===== src/rtl/router_input_port.sv =====
// router_input_port: single-flit input buffer with XY route decode.
// Head flit requests exactly one output direction; U-turn flits are dropped.
module router_input_port #(
   parameter int WIDTH  = 39,
   parameter int DEPTH  = 4,
   parameter int MY_X   = 0,
   parameter int MY_Y   = 0,
   parameter int IN_DIR = 4
) (
   input  logic             clk,
   input  logic             rst_n,
   input  logic             in_valid,
   input  logic [WIDTH-1:0] in_data,
   output logic             in_ready,
   output logic [WIDTH-1:0] out_data,
   output logic [4:0]       out_valid,
   input  logic [4:0]       out_ready,
   output logic             drop_err,
   output logic [7:0]       drop_cnt
);

   localparam int AW = $clog2(DEPTH);
   localparam logic [AW:0] FULL = DEPTH[AW:0];
   localparam logic [3:0]  MX   = MY_X[3:0];
   localparam logic [3:0]  MYY  = MY_Y[3:0];
   localparam logic [2:0]  SELF = IN_DIR[2:0];

   localparam logic [2:0] DIR_N = 3'd0;
   localparam logic [2:0] DIR_E = 3'd1;
   localparam logic [2:0] DIR_S = 3'd2;
   localparam logic [2:0] DIR_W = 3'd3;
   localparam logic [2:0] DIR_L = 3'd4;

   logic [WIDTH-1:0] mem [DEPTH];
   logic [AW-1:0]    wr_ptr;
   logic [AW-1:0]    rd_ptr;
   logic [AW:0]      count;

   logic       empty;
   logic       push;
   logic       pop;
   logic       uturn;
   logic       accept;
   logic [3:0] dx;
   logic [3:0] dy;
   logic [2:0] route;

   assign empty    = (count == '0);
   assign in_ready = (count != FULL);
   assign push     = in_valid & in_ready;

   assign out_data = mem[rd_ptr];
   assign dx       = out_data[WIDTH-1 -: 4];
   assign dy       = out_data[WIDTH-5 -: 4];

   // XY route of the head: x fully resolved before y
   always_comb begin
      route = DIR_L;
      priority case (1'b1)
         (dx > MX):  route = DIR_E;
         (dx < MX):  route = DIR_W;
         (dy > MYY): route = DIR_N;
         (dy < MYY): route = DIR_S;
         default:    route = DIR_L;
      endcase
   end

   assign uturn     = (route == SELF);
   assign out_valid = (!empty && !uturn) ? (5'b00001 << route) : 5'b00000;
   assign accept    = |(out_valid & out_ready);
   assign pop       = !empty & (uturn | accept);

   // flit storage, contents need no reset
   always_ff @(posedge clk) begin
      if (push) mem[wr_ptr] <= in_data;
   end

   // pointers and occupancy
   always_ff @(posedge clk or negedge rst_n) begin
      if (!rst_n) begin
         wr_ptr <= '0;
         rd_ptr <= '0;
         count  <= '0;
      end else begin
         if (push) wr_ptr <= wr_ptr + 1'b1;
         if (pop)  rd_ptr <= rd_ptr + 1'b1;
         unique case ({push, pop})
            2'b10:   count <= count + 1'b1;
            2'b01:   count <= count - 1'b1;
            default: count <= count;
         endcase
      end
   end

   // drop pulse and saturating drop counter
   always_ff @(posedge clk or negedge rst_n) begin
      if (!rst_n) begin
         drop_err <= 1'b0;
         drop_cnt <= 8'd0;
      end else begin
         drop_err <= !empty & uturn;
         if (!empty && uturn && drop_cnt != 8'hFF)
            drop_cnt <= drop_cnt + 8'd1;
      end
   end

endmodule


===== config.mk =====
export PLATFORM = sky130hd
export DESIGN_NAME = router_input_port
export DESIGN_NICKNAME = d
export VERILOG_FILES = /design/src/rtl/router_input_port.sv
export SDC_FILE = /design/constraint.sdc
export NUM_CORES = 1
export LEC_CHECK = 0
export ABC_AREA = 1
export BUFFER_PORTS_ARGS = -buffer_cell sky130_fd_sc_hd__buf_2
export CAP_MARGIN = 20
export CORE_UTILIZATION = 40
export CTS_BUF_LIST = sky130_fd_sc_hd__clkbuf_8
export DETAILED_ROUTE_END_ITERATION = 8
export GPL_ROUTABILITY_DRIVEN = 1
export GPL_TIMING_DRIVEN = 0
export PLACE_DENSITY = 0.67
export SYNTH_ARGS = -nofsm -noshare
export SYNTH_HDL_FRONTEND = slang
export SYNTH_SLANG_ARGS = --single-unit

===== constraint.sdc =====
create_clock -name clk -period 3.9 [get_ports clk]
set_input_delay 0.39 -clock clk [delete_from_list [all_inputs] [get_ports clk]]
set_output_delay 0.39 -clock clk [all_outputs]
set_load 0.02 [all_outputs]

==> results of run 1 <==
-- power by group through the flow --
| stage | combinational (mW) | sequential, mW | clock, mW |
|---|---|---|---|
| 2_1_floorplan | 1.59 | 2.55 | 0 |
| 3_3_place_gp | 2.38 | 2.58 | 0 |
| 3_5_place_dp | 2.54 | 2.55 | 0 |
| 4_1_cts | 2.55 | 2.51 | 1.35 |
| 5_1_grt | 2.77 | 2.54 | 1.43 |
| 6_report | 2.52 | 2.51 | 1.33 |
-- area by class of cell --
| cell class | instances | area (um^2) |
|---|---|---|
| multi-input cells | 290 | 1510 |
| flip-flops and latches | 172 | 5080 |
| clock inverters | 15 | 205 |
| well taps | 220 | 275 |
| plain buffers | 28 | 143 |
| repair buffers | 99 | 591 |
| clock buffers | 17 | 234 |
| fillers | 1447 | 8430 |
| inverters | 29 | 111 |
-- layer usage --
metal	track usage [%]	part of all wire [%]	routed length, um	vias up
met5	0	0.069	10	-
met4	6.07	1.8	257	2
met3	6.40	7.4	1080	24
met2	28.4	49	7110	141
met1	21.1	42	6020	2170
li1	-	-	-	2088
-- logic make-up after synthesis --
group | share of synthesized area, %
compound gates | 7.77
buf+inv | 3.73
xor+xnor | 1.29
simple gates | 11.1
other cells | 0.0550
flops | 74.6
fa+ha+maj | 1.40
-- cells in the final DEF, fill, tap and decap left out, drive strengths merged --
master	count
a21oi	2
buf	108
bufinv	3
clkbuf	35
clkinv	4
clkinvlp	2
conb	3
dfrtp	16
dlygate4sd3	1
edfxtp	156
fa	1
ha	6
inv	35
nand2	65
nand3	30
nand4	1
nor2	73
nor3	2
nor4	1
o21ai	65
o22ai	31
xnor2	7
xor2	3
-- critical path, delay by kind of cell (launching register included) --
kind	cells	cell delay, ps
flops	1	470
xor+xnor	1	130
buf+inv	5	560
compound gates	2	270
fa+ha+maj	2	520
simple gates	8	890
-- registers in the layout, indices dropped and copies added, names as in the netlist --
signal / flops
count: 3
drop_err: 1
rd_ptr: 2
wr_ptr: 2
mem: 156
drop_cnt: 8
-- final timing paths --
kind                         endpoint  slack [ps]  depth (start not counted)
max reg2reg                  count[2]         940                         18
min                        mem[1][31]         130                          1
min in group asynchronous   wr_ptr[1]         390                          2
max in group asynchronous   rd_ptr[0]        3220                          2
min reg2reg                  count[0]         510                          1
max                          count[2]         940                         18
-- through the flow --
step / std cells / setup slack, ps / hold WS [ps]
2_1_floorplan: 519 / 913 / 94.4
3_3_place_gp: 833 / -436 / 318
3_5_place_dp: 837 / 968 / 331
4_1_cts: 870 / 945 / 118
5_1_grt: 870 / 646 / 101
6_report: 870 / 936 / 135
-- repair_timing --
item	4_1_cts	5_1_grt
endpoints found under the setup margin	0	0
hold buffers	1	0
buffers inserted	0	0
hold endpoints to repair	16	0
==> impl_results.md, run 1 <==
- Status: finished clean
- Final core utilization: 49.2%
- Top FF cell, synth: edfxtp_1
- Wire per inst: 16.6 um
- Pin count of the biggest net entering global routing: 25
- Initial core utilization: 41.1%
- First-pass GRT wire length: 22,800 um
- Top-area cell type share of the netlist area: 68.7%
- Drt initial violations: 278
- Worst stage delay on the critical path: 470 ps
- Reg power frac: 39.4%
- Least-Margin Pin Slew: 925 ps
- # Max-Cap Violations: 0
- Avg Inst Size Synth: 13.2 um^2
- Number of synthesized register bits: 172
- CTS-repair resized insts: 0
- CP required: 4240 ps
- Worst Hold Class: primary input to flip-flop
- RSZ-0062 raised after global routing: false
- Ys async rst share: 9.30%
- CP arrival: 3310 ps
- Fin. Hold Viols: 0
- Netlist Area Pre-Place: 6810 um^2
- Final setup viols: 0
- Clock root buffer: clkbuf_8
- Worst skew pair latency: 460 ps
- Nets: 691
- Syn. warnings: 0
- Relative slew slack: 38.2%
- CTS tree: done
- Fin. max-slew vios: 0
- Post-Route WL: 14,500 um
- Leak: 3.07 nW
- CP Capture Type: flip-flop
- All-Layer GR Usage: 17.3%
- Area grow syn2layout: 19.7%
- Routability cong.: 0.809
- Syn Inst Count: 517
- CP max FO: 10
- Sw Share: 40.0%
- N_diodes: 0
- Pwr/cell area: 780 nW/um^2
- Worst R2R Start: rd_ptr[1]
- Sequential area share after synthesis: 74.6%
- Clock buffer depth: 2
- Number of synthesized flops with an enable pin: 156
- Die Span X: 133 um
- Net Sw Power: 2.54 mW
- Worst Skew: 15.2 ps
- Core Footprint: 16,600 um^2
- Biggest area consumer among synthesized cells: edfxtp_1
- Period utilisation layout: 76.0%
- Clk pwr share: 21.0%
- Total gr overflow: 0
- Slowest CP cell: dfrtp_1
- P_int: 3.82 mW
- Placed Area: 7710 um^2
- Vias: 4,425
- Setup TNS: 0 ps
- Most frequent cell on the critical path: nand2_1
- Final instance area: 8160 um^2
- Gate power share: 39.6%
- Vias in the first global route: 4,333
- Top cells by area, synth: edfxtp_1, dfrtp_1, o21ai_0
- Post-synth top cells: edfxtp_1, nor2_1, o21ai_0
- Layout cell share with drive strength beyond 1: 23.7%
- Clk slew on worst S/H paths: 100 ps
- Die area: 17,600 um^2
- VDD IR-drop max: 0.000537 V
- IO Pins: 101
- Max H-tree Level: 4
- Vias per cell: 5.09
- Detail Placement HPWL: 9160 um
- First-pass iteration count of the detailed router: 4
- Crit Path Class: flip-flop to flip-flop
- Worst setup SP type: flip-flop
- Row count: 47
- DRC viols: 0
- Fmax: 0.337 GHz
- Netlist cell types: 31
- Power Total: 6.37 mW
- Antenna violations before repair: 1
- Final worst path period need: 2960 ps
- Most frequent cell after synthesis: edfxtp_1
- Die H: 133 um
- Critical path startpoint: rd_ptr[1]
- Post-route ant nets: 0
- Worst-path cell chain: inv_1, buf_2, nand3_1, nand2_1, nand2_1, nor2_4, nand2_4, nand2_1, inv_1, nand2_1, nand2_1, inv_1, ha_1, inv_1, fa_1, a21oi_1, o21ai_0, xnor2_1
- Worst Hold Launch: in_data[31]
- Clk sinks: 172
- IO Port Bufs: 94
- Num CTS Buffers: 17
Power figures use the tool's default switching activity.
==> inputs of run 2 (changes only) <==
==> constraint.sdc (replaced) <==
create_clock -name clk -period 2.9 [get_ports clk]
set_input_delay 0.29 -clock clk [delete_from_list [all_inputs] [get_ports clk]]
set_output_delay 0.29 -clock clk [all_outputs]
set_load 0.02 [all_outputs]
==> run 2 against run 1 <==
Combinational power up 38%; clock power rose by 35%; die area is the same; non-clock buffer count increased by 3; worst setup slack got worse by 740 ps; global-route usage stayed put; clock skew grew 2.2 ps; critical path depth is 12 lower; sequential power grew 34%.
==> impl_results.md, run 2 (same netlist as run 1, synthesis figures left out) <==
- Net Sw Power: 3.45 mW (+36%)
- Critical path startpoint: rd_ptr[0]
- Max H-tree Level: 4 (unchanged)
- GRT busiest layer: met2
- CTS tree: done
- CP arrival: 2420 ps (-890 ps)
- Initial core utilization: 41.1% (unchanged)
- Leak: 3.09 nW (+0.56%)
- Vias per cell: 5.05 (-0.70%)
- Layout cell share with drive strength beyond 1: 25.1% (+1.4 points)
- Vias: 4,409 (-0.36%)
- Met2 GRT Util: 28.4% (unchanged)
- Sw Share: 39.9% (-0.10 points)
- All-Layer GR Usage: 17.3% (unchanged)
- Fmax: 0.370 GHz
- Detail Placement HPWL: 9160 um (unchanged)
- Wire per inst: 16.7 um (about the same)
- Multi-input logic area: 1530 um^2 (+0.83%)
- Worst-path cell chain: buf_6, clkbuf_1, clkbuf_1, o21ai_0, o22ai_1, buf_2
- CP Capture Type: primary output
- Num CTS Buffers: 17 (unchanged)
- CP required: 2610 ps (-1630 ps)
- Clk slew on worst S/H paths: 100 ps (about the same)
- Drt initial violations: 296 (+6.5%)
- Clock root buffer: clkbuf_8
- Final instance area: 8210 um^2 (+0.64%)
- Clk sinks: 172 (unchanged)
- Clock buffer depth: 2 (unchanged)
- Least-Margin Pin Slew: 921 ps (-3.86 ps)
- Total gr overflow: 0 (unchanged)
- Most frequent cell on the critical path: clkbuf_1
- IO Port Bufs: 94 (unchanged)
- Area grow syn2layout: 20.5%
- Critical R2R Capture: count[2]
- Core Footprint: 16,600 um^2 (unchanged)
- Largest Register: mem
- Worst R2R Path Depth: 20 (+2)
- Register area: 5090 um^2 (about the same)
- VDD IR-drop max: 0.000728 V (+36%)
- Fin. Hold Viols: 0 (unchanged)
- Final setup viols: 0 (unchanged)
- First-pass iteration count of the detailed router: 5 (+1)
- Die Span X: 133 um (unchanged)
- Worst Skew: 17.3 ps (+2.15 ps)
- IO Pins: 101 (unchanged)
- Post-route ant nets: 0 (unchanged)
- Worst setup SP type: flip-flop
- GR Util met1: 21.1% (unchanged)
- Pin count of the biggest net entering global routing: 25 (unchanged)
- GR Layer Usage met3: 6.40% (unchanged)
- Top delay family on crit path: buffers and inverters
- Power Total: 8.65 mW (+36%)
- Slowest CP cell: clkbuf_1
- Crit Path Class: flip-flop to primary output
- Worst Hold Class: primary input to flip-flop
- Relative slew slack: 38.5% (+0.26 points)
- RSZ-0062 raised after global routing: false
- Reg power frac: 39.0% (-0.4 points)
- Worst skew pair latency: 460 ps (about the same)
- Antenna violations before repair: 1 (unchanged)
- Placed Area: 7710 um^2 (unchanged)
- Worst R2R Start: rd_ptr[0]
- CP max FO: 10 (unchanged)
- Fill count: 1,438 (-0.62%)
- # Max-Cap Violations: 0 (unchanged)
- Post-Route WL: 14,500 um (+0.42%)
- Final worst path period need: 2710 ps
- Die area: 17,600 um^2 (unchanged)
- Commonest cells after routing, fill and taps aside: edfxtp_1, buf_2, nor2_1
- Die H: 133 um (unchanged)
- Critical path depth: 6 (-12)
- R2R setup slack: 220 ps (-720 ps)
- Worst stage delay on the critical path: 450 ps (-20 ps)
- DRC viols: 0 (unchanged)
- Crit path buf inv count: 4 (-1)
- Largest regs: mem x156, drop_cnt x8, count x3
- Vias in the first global route: 4,333 (unchanged)
- Pwr/cell area: 1050 nW/um^2 (+35%)
- CP Capture Point: out_data[25]
- Status: finished clean
- Clk pwr share: 20.8% (-0.2 points)
- Nets: 694 (+0.43%)
- Worst Hold Launch: in_data[31]
- Period utilisation layout: 93.3%
- Routability cong.: 0.809 (unchanged)
- N_diodes: 0 (unchanged)
- Max reg flops: 156 (unchanged)
- P_int: 5.20 mW (+36%)
- Fin. max-slew vios: 0 (unchanged)
- Most common cell after layout, fill and taps aside: edfxtp_1
- Gate power share: 40.2% (+0.6 points)
- Row count: 47 (unchanged)
- First-pass GRT wire length: 22,800 um (unchanged)
## run 2: what timing repair did
item                                   in CTS  in global routing
setup buffers                               0                  3
setup endpoints to repair                   1                  2
endpoints found under the hold margin      16                  0
hold buffers                                1                  0
gates resized for setup                     1                 13
pin swaps                                   0                  2
## run 2: worst reg2reg max path: stages, from the launching register on
cell and delay (ps):
dfrtp_1 350, buf_6 140, inv_4 60, buf_8 140, nand2_1 70, nand3_1 90
nand2_2 100, nand2_1 90, nor2_4 200, nand2_4 100, nand2_1 70, inv_1 40
nand2_2 80, nand2_2 70, inv_1 60, ha_2 160, inv_2 50, fa_2 330
a21oi_1 150, o21ai_1 90, xnor2_1 120
## run 2: area by class of cell
cell class,count,area share [%]
Inverter,29,1.36
Tap cell,220,3.35
Clock inverter,15,2.50
Clock buffer,17,2.85
Sequential cell,172,62.0
Multi-Input combinational cell,290,18.6
Timing Repair Buffer,102,7.47
Buffer,28,1.94
## run 2: power groups by stage
stage / Clock (mW) / Combinational, mW / Sequential, mW
floorplan: 0 / 2.14 / 3.43
global placement: 0 / 3.20 / 3.46
detailed placement: 0 / 3.41 / 3.43
CTS: 1.81 / 3.43 / 3.37
global route: 1.92 / 3.82 / 3.41
finish: 1.80 / 3.48 / 3.37
## run 2: through the flow
stage                     setup TNS [ps]  worst slack, ps  cells  hold slack [ps]  util, %
after detailed placement           -31.6            -31.6    837              231     46.5
after CTS                              0             30.9    870             17.8     49.2
final                                  0              194    873             33.0     49.5
after global routing                   0           0.0806    873             1.38     49.5
after floorplan                   -13590            -87.1    519            -5.59        -
after global placement           -221010            -1440    833              218     45.6
## run 2: routing by layer
layer / share of wire [%] / vias up
met5: 0.069 / -
met4: 1.8 / 2
met3: 7.4 / 23
met2: 49 / 150
met1: 41 / 2151
li1: - / 2083
## run 2: how the worst min path moves through the flow
stage,depth (start not counted),slack (ps),end
floorplan,0,-6,count[0]
global placement,1,220,drop_cnt[2]
detailed placement,1,230,drop_cnt[2]
CTS,1,20,mem[0][4]
global route,1,1,mem[3][10]
finish,1,30,mem[1][31]
==> inputs of run 3 (changes only) <==
--- a/config.mk
+++ b/config.mk
@@ -9,7 +9,7 @@
 export BUFFER_PORTS_ARGS = -buffer_cell sky130_fd_sc_hd__buf_2
 export CAP_MARGIN = 20
 export CORE_UTILIZATION = 40
-export CTS_BUF_LIST = sky130_fd_sc_hd__clkbuf_8
+export CTS_BUF_LIST = sky130_fd_sc_hd__clkbuf_2 sky130_fd_sc_hd__clkbuf_4 sky130_fd_sc_hd__clkbuf_8
 export DETAILED_ROUTE_END_ITERATION = 8
 export GPL_ROUTABILITY_DRIVEN = 1
 export GPL_TIMING_DRIVEN = 0
==> constraint.sdc (replaced) <==
create_clock -name clk -period 2.9 [get_ports clk]
set_input_delay 0.725 -clock clk [delete_from_list [all_inputs] [get_ports clk]]
set_output_delay 0.725 -clock clk [all_outputs]
set_load 0.02 [all_outputs]
==> run 3 against run 2 <==
Worst hold slack gained 160 ps; highest routed layer unchanged; count of clock-buffer cells in the layout is the same; design area shrank 0.23%; worst setup slack lost 120 ps; first-iteration DRC count shrank 13%; combinational power is essentially flat; fmax shrank 4.2%; sequential power is essentially flat; non-clock buffer count shrank 4; global-route usage shrank 0.059 points; flip-flop and latch count is the same; sequential share of layout area grew 0.14 points; critical path type unchanged; largest cell class unchanged.
==> impl_results.md, run 3 (same netlist as run 1, synthesis figures left out) <==
- Status: finished clean
- Total gr overflow: 0 (unchanged)
- Final setup viols: 0 (unchanged)
- Post-route ant nets: 0 (unchanged)
- Gate power share: 40.1% (about the same)
- Least-Margin Pin Slew: 940 ps (+18.9 ps)
- Crit Path Class: flip-flop to primary output
- Relative slew slack: 37.2% (-1.3 points)
- Crit path buf inv count: 3 (-1)
- Routability cong.: 0.809 (unchanged)
- Reg power frac: 39.1% (about the same)
- Net Sw Power: 3.45 mW (about the same)
- Die Span X: 133 um (unchanged)
- Worst stage delay on the critical path: 440 ps (about the same)
- Leak: 3.13 nW (+1.2%)
- Initial core utilization: 41.1% (unchanged)
- Worst Hold Class: primary input to asynchronous set/reset pin
- Power Total: 8.64 mW (about the same)
- Largest regs: mem x156, drop_cnt x8, count x3
- Most common cell after layout, fill and taps aside: edfxtp_1
- Sw Share: 39.9% (+0.049 points)
- Top delay family on crit path: buffers and inverters
- Slowest CP cell: dfrtp_2
- Drt initial violations: 259 (-13%)
- GR Layer Usage met3: 6.40% (unchanged)
- GR Util met1: 21.0% (-0.15 points)
- First-pass iteration count of the detailed router: 5 (unchanged)
- Row count: 47 (unchanged)
- CP max FO: 10 (unchanged)
- Period utilisation layout: 97.4% (+4.1 points)
- Vias per cell: 5.10 (+0.94%)
- Clock root buffer: clkbuf_8
- DRC viols: 0 (unchanged)
- Critical R2R Capture: count[2]
- Clock buffer depth: 2 (unchanged)
- Num CTS Buffers: 17 (unchanged)
- Vias in the first global route: 4,323 (-0.23%)
- Vias: 4,430 (+0.48%)
- RSZ-0062 raised after global routing: true
- Hold slack final: 189 ps (+156 ps)
- Worst R2R Start: rd_ptr[0]
- Final worst path period need: 2820 ps (+118 ps)
- Detail Placement HPWL: 9160 um (unchanged)
- Max reg flops: 156 (unchanged)
- Worst setup SP type: flip-flop
- IO Pins: 101 (unchanged)
- First-pass GRT wire length: 22,700 um (-0.42%)
- Worst R2R Path Depth: 19 (-5.0%)
- Core Footprint: 16,600 um^2 (unchanged)
- Pin count of the biggest net entering global routing: 25 (unchanged)
- # hold bufs at CTS: 0 (-1)
- Met2 GRT Util: 28.4% (-0.029 points)
- Pwr/cell area: 1060 nW/um^2 (+0.18%)
- # Max-Cap Violations: 0 (unchanged)
- Most frequent cell on the critical path: buf_2
- Layout cell share with drive strength beyond 1: 27.3% (+2.2 points)
- Max H-tree Level: 4 (unchanged)
- Antenna violations before repair: 1 (unchanged)
- Fmax: 0.354 GHz (-4.2%)
- Setup TNS: 0 ps (unchanged)
- Die area: 17,600 um^2 (unchanged)
- All-Layer GR Usage: 17.3% (-0.059 points)
- Clk pwr share: 20.8% (about the same)
- Worst Skew: 17.4 ps (+0.0643 ps)
- P_int: 5.19 mW (-0.13%)
- Clk slew on worst S/H paths: 80 ps (-20 ps)
- N_diodes: 0 (unchanged)
- IO Port Bufs: 94 (unchanged)
- Fin. Hold Viols: 0 (unchanged)
- Worst-path cell chain: buf_2, buf_2, o21ai_0, o22ai_1, buf_2
- CP arrival: 2100 ps (-320 ps)
- Clk sinks: 172 (unchanged)
- VDD IR-drop max: 0.000731 V (+0.41%)
- CP required: 2170 ps (-440 ps)
- R2R setup slack: 180 ps (-40 ps)
- Fin. max-slew vios: 0 (unchanged)
- Worst skew pair latency: 460 ps (about the same)
- Nets: 690 (-0.58%)
- Wire per inst: 16.9 um (+1.2%)
- GRT busiest layer: met2
- Area grow syn2layout: 20.2%
- Die H: 133 um (unchanged)
- CTS tree: done
- CP Capture Type: primary output
- Commonest cells after routing, fill and taps aside: edfxtp_1, buf_2, nor2_1
- Post-Route WL: 14,600 um (+0.73%)
- Largest Register: mem
-- run 3: layout make-up --
class,instances,area [um^2]
fill,1447,8390
sequential,172,5090
multi-input combinational,290,1520
clock buffer,17,234
buffer,28,175
tap,220,275
timing repair buffer,98,583
inverter,29,111
clock inverter,15,205
-- run 3: timing repair --
item / 4_1_cts / 5_1_grt
pin swaps: 0 / 1
setup endpoints to repair: 32 / 24
resized for setup: 19 / 11
endpoints found under the hold margin: 0 / 0
setup buffers: 0 / 0
-- run 3: worst max path at each step --
| stage | from | to | slack (ps) | cells past startpoint |
|---|---|---|---|---|
| 3_5_place_dp | rd_ptr[1] | count[2] | -30 | 18 |
| 3_3_place_gp | in_valid | mem[2][10] | -1660 | 3 |
| 4_1_cts | rd_ptr[0] | out_data[8] | 20 | 7 |
| 2_1_floorplan | in_valid | mem[0][0] | -90 | 2 |
| 5_1_grt | rd_ptr[0] | out_valid[0] | -60 | 10 |
| 6_report | rd_ptr[1] | out_data[25] | 80 | 5 |
-- run 3: routing by layer --
| metal | part of all wire (%) | wire length [um] | vias up |
|---|---|---|---|
| met1 | 43 | 6260 | 2187 |
| met2 | 49 | 7150 | 139 |
| li1 | - | - | 2079 |
| met3 | 6.7 | 974 | 23 |
| met5 | 0.068 | 10 | - |
| met4 | 1.7 | 246 | 2 |
-- run 3: per-stage QoR --
step | instances | util, % | worst slack [ps] | instance area [um^2]
after floorplan | 519 | - | -93.7 | 6820
after global placement | 833 | 45.6 | -1660 | 7570
after detailed placement | 837 | 46.5 | -31.6 | 7710
after CTS | 869 | 49.3 | 15.9 | 8170
after global routing | 869 | 49.4 | -58.5 | 8190
final | 869 | 49.4 | 76.0 | 8190
-- run 3: power groups by stage --
stage,clock network (mW),logic (mW),registers (mW)
after floorplan,0,2.14,3.43
after CTS,1.81,3.46,3.37
after detailed placement,0,3.41,3.43
final,1.80,3.47,3.38
after global routing,1.92,3.79,3.42
after global placement,0,3.20,3.46
-- run 3: worst register-to-register path: cells and delay by family (launching register included) --
family                   cells  cell delay, ps
AO/OA/AOI/OAI                2             240
flip-flops                   1             390
buffers and inverters        5             490
AND/OR/NAND/NOR              9             910
XOR/XNOR                     1             120
adder cells (fa/ha/maj)      2             470
